<file path="src/rtl/uart_rx_fsm_pkg.sv">
// Shared definitions for the UART receive path: state encoding, frame width
// and the sample-tick divider computation.
package uart_rx_fsm_pkg;

    // Data bits per frame (8N1). The transmit side uses the same width.
    localparam int DATA_BITS = 8;

    // Receiver FSM states, 3-bit encoding.
    typedef enum logic [2:0] {
        IDLE  = 3'd0,
        START = 3'd1,
        DATA  = 3'd2,
        STOP  = 3'd3,
        BREAK = 3'd4
    } rx_state_t;

    // Clocks per sample tick, integer-truncated. Clamped to 1 so that a
    // too-fast line rate still yields a usable tick every clock.
    function automatic int calc_div(input int clk_freq, input int baud, input int oversample);
        int d;
        d = clk_freq / (baud * oversample);
        return (d < 1) ? 1 : d;
    endfunction

endpackage

</file>
<file path="src/rtl/uart_os_tick.sv">
// Free-running oversample tick generator: one-clock pulse every DIV clocks.
module uart_os_tick #(
    parameter int DIV = 10
) (
    input  logic clk,
    input  logic reset,
    output logic tick
);

    localparam int CW = (DIV > 1) ? $clog2(DIV) : 1;
    localparam logic [CW-1:0] LAST = CW'(DIV - 1);

    logic [CW-1:0] cnt;

    // Divider counter, wraps at DIV-1.
    always_ff @(posedge clk or posedge reset) begin
        if (reset) begin
            cnt <= '0;
        end else if (cnt == LAST) begin
            cnt <= '0;
        end else begin
            cnt <= cnt + CW'(1);
        end
    end

    assign tick = (cnt == LAST);

endmodule

</file>
<file path="src/rtl/uart_rx_fsm.sv">
// 8N1 UART receiver: synchronises rx, qualifies the start bit at mid-bit,
// samples data LSB-first at mid-bit and checks the stop bit.
//
// Output handshake: rx_valid is a one-clock strobe with no ready/back-pressure;
// rx_data holds the last good byte until the next good frame overwrites it,
// so the consumer must capture it within one frame time. frame_err is a
// one-clock strobe that never coincides with rx_valid.
module uart_rx_fsm
    import uart_rx_fsm_pkg::*;
#(
    parameter int CLK_FREQ   = 50_000_000,
    parameter int BAUD       = 9600,
    parameter int OVERSAMPLE = 16
) (
    input  logic       clk,
    input  logic       reset,
    input  logic       rx,
    output logic [7:0] rx_data,
    output logic       rx_valid,
    output logic       frame_err,
    output logic       busy,
    output rx_state_t  state
);

    localparam int DIV = calc_div(CLK_FREQ, BAUD, OVERSAMPLE);
    localparam int TW  = $clog2(OVERSAMPLE);
    localparam logic [TW-1:0] TC_HALF = TW'(OVERSAMPLE / 2 - 1);
    localparam logic [TW-1:0] TC_FULL = TW'(OVERSAMPLE - 1);
    localparam logic [3:0]    BC_LAST = 4'(DATA_BITS - 1);

    logic                 tick;
    logic                 rx_meta;
    logic                 rx_s;
    rx_state_t            next_state;
    logic [TW-1:0]        tick_cnt;
    logic [3:0]           bit_cnt;
    logic [DATA_BITS-1:0] shreg;
    logic                 at_half;
    logic                 at_full;
    logic                 valid_set;
    logic                 ferr_set;

    uart_os_tick #(.DIV(DIV)) u_tick (
        .clk   (clk),
        .reset (reset),
        .tick  (tick)
    );

    // Two-flop synchroniser; resets to the idle (high) line level.
    always_ff @(posedge clk or posedge reset) begin
        if (reset) begin
            rx_meta <= 1'b1;
            rx_s    <= 1'b1;
        end else begin
            rx_meta <= rx;
            rx_s    <= rx_meta;
        end
    end

    // State register.
    always_ff @(posedge clk or posedge reset) begin
        if (reset) begin
            state <= IDLE;
        end else begin
            state <= next_state;
        end
    end

    // Next-state logic.
    always_comb begin
        next_state = state;
        case (state)
            IDLE:    if (!rx_s) next_state = START;
            START:   if (at_half) next_state = rx_s ? IDLE : DATA;
            DATA:    if (at_full && bit_cnt == BC_LAST) next_state = STOP;
            STOP:    if (at_full) next_state = rx_s ? IDLE : BREAK;
            BREAK:   if (rx_s) next_state = IDLE;
            default: next_state = IDLE;
        endcase
    end

    // Sample-point decodes, strobe requests and busy flag.
    always_comb begin
        at_half   = tick && (tick_cnt == TC_HALF);
        at_full   = tick && (tick_cnt == TC_FULL);
        valid_set = (state == STOP) && at_full && rx_s;
        ferr_set  = (state == STOP) && at_full && !rx_s;
        busy      = (state != IDLE);
    end

    // Tick/bit counters and data shift register (LSB arrives first).
    always_ff @(posedge clk or posedge reset) begin
        if (reset) begin
            tick_cnt <= '0;
            bit_cnt  <= '0;
            shreg    <= '0;
        end else begin
            case (state)
                IDLE: begin
                    tick_cnt <= '0;
                    bit_cnt  <= '0;
                end
                START: begin
                    if (at_half)   tick_cnt <= '0;
                    else if (tick) tick_cnt <= tick_cnt + TW'(1);
                end
                DATA: begin
                    if (at_full) begin
                        tick_cnt <= '0;
                        bit_cnt  <= bit_cnt + 4'd1;
                        shreg    <= {rx_s, shreg[DATA_BITS-1:1]};
                    end else if (tick) begin
                        tick_cnt <= tick_cnt + TW'(1);
                    end
                end
                STOP: begin
                    if (at_full)   tick_cnt <= '0;
                    else if (tick) tick_cnt <= tick_cnt + TW'(1);
                end
                default: tick_cnt <= '0;
            endcase
        end
    end

    // Registered outputs: byte capture and one-clock strobes.
    always_ff @(posedge clk or posedge reset) begin
        if (reset) begin
            rx_data   <= 8'h00;
            rx_valid  <= 1'b0;
            frame_err <= 1'b0;
        end else begin
            rx_valid  <= valid_set;
            frame_err <= ferr_set;
            if (valid_set) rx_data <= shreg;
        end
    end

endmodule
</file>
<file path="config.mk">
export PLATFORM = sky130hd
export DESIGN_NAME = uart_rx_fsm
export DESIGN_NICKNAME = d
export VERILOG_FILES = /design/src/rtl/uart_rx_fsm_pkg.sv /design/src/rtl/uart_os_tick.sv /design/src/rtl/uart_rx_fsm.sv
export SDC_FILE = /design/constraint.sdc
export NUM_CORES = 1
export LEC_CHECK = 0
export BUFFER_PORTS_ARGS = -buffer_cell sky130_fd_sc_hd__buf_2
export CORE_UTILIZATION = 40
export CTS_CLUSTER_DIAMETER = 50
export DETAILED_ROUTE_END_ITERATION = 8
export GPL_ROUTABILITY_DRIVEN = 1
export PLACE_DENSITY_LB_ADDON = 0.25
export SYNTH_ARGS = -nofsm -noshare
export SYNTH_HDL_FRONTEND = slang
export SYNTH_SLANG_ARGS = --single-unit
</file>
<file path="constraint.sdc">
create_clock -name clk -period 4 [get_ports clk]
set_input_delay 0.4 -clock clk [delete_from_list [all_inputs] [get_ports clk]]
set_output_delay 0.4 -clock clk [all_outputs]
set_load 0.01 [all_outputs]
</file>
Word level (Yosys, flattened, before mapping)

Cells that the tools add are included.

Word-level logic and storage cells: 56
Bits in registers: 40
Bits of input ports: 3

Equality and inequality tests: 14
Muxes and demuxes: 15
Reduce and logical (&&, ||, !) cells: 14
$add $sub $neg: 3

Operator list:

| operator              | count |
|---|---|
| $mux W3               | 6 |
| $mux W4               | 4 |
| $pmux W4 S2           | 2 |
| $pmux W3 S5           | 1 |
| $ne A2 B2 Y1 const B  | 6 |
| $add A9 B1 Y9 const B | 1 |
| $eq A9 B9 Y1 const B  | 1 |
| $mux W9               | 1 |
| $add A4 B1 Y4 const B | 2 |
| $eq A4 B3 Y1 const B  | 2 |
| $eq A3 B2 Y1 const B  | 2 |
| $logic_and A1 B1 Y1   | 6 |
| $reduce_and A5 Y1     | 1 |
| $eq A4 B4 Y1 const B  | 1 |
| $reduce_and A2 Y1     | 2 |
| $eq A3 B1 Y1 const B  | 1 |
| $eq A3 B3 Y1 const B  | 1 |
| $logic_not A3 Y1      | 1 |
| $reduce_bool A3 Y1    | 1 |
| $mux W2               | 1 |
| $reduce_bool A2 Y1    | 1 |
| $reduce_or A2 Y1      | 1 |
| $logic_not A1 Y1      | 1 |

Logic depth before layout (Yosys ltp)

Word-level depth: 5
Gate-level depth with buffers: 7
Mapped depth without buffers: 6

By module

From an unflattened synthesis, not the netlist that was laid out.

Cell total of the unflattened synthesis: 146
Area, all modules: 1840.5 sq um

Modules (own cells, without submodules):

| module       | area each (sq um) | cells an instance | sequential area each (sq um) | times used |
|---|---|---|---|---|
| uart_rx_fsm  | 1412.6            | 104               | 778.2                        | 1 |
| uart_os_tick | 427.9             | 42                | 225.2                        | 1 |

Worst setup path after synthesis

Ideal clock, no wire load.

Path kind: register -> register
From: reg u_tick.cnt[4]
To: reg rx_data[0]
Required time: 3875 ps
Stages on the path, launching flop included: 5
Period minus slack after synthesis: 2253 ps
Path slack: 1747 ps
Arrival: 2129 ps
Path through: dfrtp_1 -> or4b_4 -> or4_4 -> nor2_2 -> mux2_2

Longest elaborated chain between the ends: 4

RTL lines:

| element                           | RTL line           | RTL |
|---|---|---|
| from (decl)                       | uart_os_tick.sv:13 | `logic [CW-1:0] cnt;` |
| from (signal assigned)            | uart_os_tick.sv:22 | `cnt <= cnt + CW'(1);` |
| $eq A9 B9 Y1                      | uart_os_tick.sv:26 | `assign tick = (cnt == LAST);` |
| $logic_and A1 B1 Y1               | uart_rx_fsm.sv:85  | `at_full = tick && (tick_cnt == TC_FULL);` |
| $logic_and A1 B1 Y1 (2 in series) | uart_rx_fsm.sv:86  | `valid_set = (state == STOP) && at_full && rx_s;` |
| to (signal assigned)              | uart_rx_fsm.sv:134 | `if (valid_set) rx_data <= shreg;` |
| to (decl)                         | uart_rx_fsm.sv:18  | `output logic [7:0] rx_data,` |

No other way between the ends.
A chain may end at the register's enable or synchronous reset.

Worst setup path after layout

From: reg u_tick.cnt[4]
To: reg rx_data[2]

Same word-level chain as after synthesis.

==> results.ini <==
[status]
status=finished clean

[timing]
worst_slew_pin_slew_ns=0.711
fmax_ghz=0.411
period_needed_ns=2.43
finalCritPeriodShare_pct=60.8
setup_violations=0
hold_viol=0
slew_headroom_pct=52.4
fin_tns_setup_ns=0
holdWs_ns=0.205
fin_skew_ns=0.00728
rsz0062_at_grt=false
slew_viol_final=0

[synth]
synth_simple_gate_area_share_pct=16.8
synth_edf_count=0
syn_avg_cell_area_um2=11.6
synth-compound-area-share_pct=5.06
synth_cells=156
synth_xor_area_share_pct=5.34
synthMuxAreaShare_pct=11.7
async_reset_ff_share_pct=100
seq_area_frac_synth_pct=55.6
synthDistinctLibCells=37
synth_top_family_by_area=simple AND/OR/NAND/NOR gates
synth_area_um2=1810
yosysWarnings=0
synth-seq-cells=40
yosys_most_used_dff=dfrtp_1
synthAdderAreaFrac_pct=2.77
synth_fp_nets=163

[flow_run]
cap_violations=0

[setup_path]
crit_slowest_cell=or4b_4
path_cells=or4b_4, or4_4, nor2_2, mux2_2
crit_start=u_tick.cnt[4]
arrival_ns=2.61
path_delay_family=simple AND/OR/NAND/NOR gates
cpPeakStageDelay_ns=0.58
crit_fanout=8
crit_cells=4
reg2reg_depth=4
r2r-start=u_tick.cnt[4]
cp.required_ns=4.17
critPathBufInv=0
worst-setup-path-type=register to register
end_kind=register
cp-start-kind=register

[clocking]
root_buffer=clkbuf_8
clock_path_buffers=2
post_cts_buffers=0
cts_hold_buf=0
clock_latency_ns=0.29
htree_levels=2
cts_resized=0
cts_tree=yes
cts_sinks=40
numCtsBuffers=5
clkSlewWorstSetupHoldPaths_ns=0.07

[place]
routabilityCongestion=0.817
port_buffers=16
dpl.hpwl_mm=2.30

[drt]
num_vias=1219
drt-total-wl_mm=3.32
dr.first_iter.drc_count=88
wire_per_inst_um=14.6
via_per_inst=5.35
detail-route-antenna-nets=0
drcViolationCount=0
first_pass_iters=5

[floorplan]
core_area_um2=4350
dieArea_um2=4790
die_y_um=69.2
initial_core_util_pct=41.5
io_pins=17
die_w_um=69.2
num_rows=24

[finish]
n_antenna_cell=0
syn2layout_area_growth_pct=12.4
layout.nets=182
fillers=382
fin_util_pct=46.6
layout-drive-gt1-share_pct=26.1
multiInputGateArea_um2=753
seqCellArea_um2=1000

[hold_path]
holdCritStartpoint=rx
hp-class=input port to register
holdPathStages=1

[grt]
grt-ovfl-total=0
grt_pass1_wl_mm=5.60
grt_use_total_pct=15.0
antenna_found_initial=0
grt_pass1_vias=1208
grt_max_degree=41

[power]
peakVddDrop_mv=0.237
p_leak_nw=1.01
total_power_mw=0.690
p_per_area_nw_per_um2=340

registers in the layout, summed over array words and instances (netlist names):
signal	count
bit_cnt	4
frame_err	1
rx_data	8
rx_meta	1
rx_s	1
rx_valid	1
shreg	8
state	3
tick_cnt	4
u_tick.cnt	9
final timing paths:
| kind | slack (ns) | end |
|---|---|---|
| max | 1.57 | rx_data[2] |
| min | 0.20 | rx_meta |
| max reg2reg | 1.57 | rx_data[2] |
| min reg2reg | 0.36 | rx_s |
| max in group asynchronous | 3.43 | rx_s |
| min in group asynchronous | 0.22 | shreg[4] |
worst register-to-register path: stages, from the launching register on:
cell     delay [ns]
dfrtp_1        0.42
or4b_4         0.58
or4_4          0.57
nor2_2         0.36
mux2_2         0.39
where the power goes:
group	switching [mW]	internal, mW	leakage, nW
Combinational	0.00838	0.00162	0.436
Sequential	0.00103	0.406	0.532
Clock	0.132	0.141	0.0455
Total	0.142	0.548	1.01
cell type report:
cell class                      count  area share (%)
Clock buffer                        8            4.44
Tap cell                           52            3.21
Timing Repair Buffer               17            4.32
Inverter                            8            1.48
Sequential cell                    40            49.4
Multi-Input combinational cell    103            37.1
cell usage after synthesis (4+ instances only):
| cell type | n | area [µm²] |
|---|---|---|
| a21oi_1 | 5 | 25.0 |
| clkbuf_1 | 4 | 15.0 |
| dfrtp_1 | 38 | 951 |
| ha_1 | 4 | 50.1 |
| inv_1 | 8 | 30.0 |
| mux2_2 | 17 | 191 |
| nand2_1 | 10 | 37.5 |
| nand3_1 | 7 | 35.0 |
| nor2_1 | 13 | 48.8 |
| nor3_1 | 4 | 20.0 |
| xnor2_1 | 4 | 35.0 |
| xor2_1 | 7 | 61.3 |
routing by layer:
metal	routed length, µm	up-vias	GRT usage (%)
li1	-	584	-
met2	1610	27	23.6
met4	63	0	7.48
met5	0	-	0
met1	1530	600	19.2
met3	115	8	3.92
cell usage in the layout (no fill, tap or decap), drive strengths merged, types with 4 or more instances in the layout:
master,count
buf,17
a21oi,5
nor3,4
xnor2,4
nand3,7
dfrtp,38
nor2,14
mux2,17
inv,8
ha,4
nand2,10
clkbuf,8
xor2,7
through the flow:
stage | cell area (µm²) | setup WS, ns | cells
2_1_floorplan | 1810 | 1.75 | 156
3_3_place_gp | 1940 | 1.63 | 220
3_5_place_dp | 1940 | 1.58 | 220
4_1_cts | 2030 | 1.56 | 228
5_1_grt | 2030 | 1.48 | 228
6_report | 2030 | 1.57 | 228
cell families after synthesis:
kind of cell / Yosys count
AO/OA/AOI/OAI: 14
XOR/XNOR: 11
adder cells (fa/ha/maj): 4
buffers and inverters: 13
flip-flops: 40
multiplexers: 19
AND/OR/NAND/NOR: 55
No activity file was read; power rests on OpenSTA's default activity.
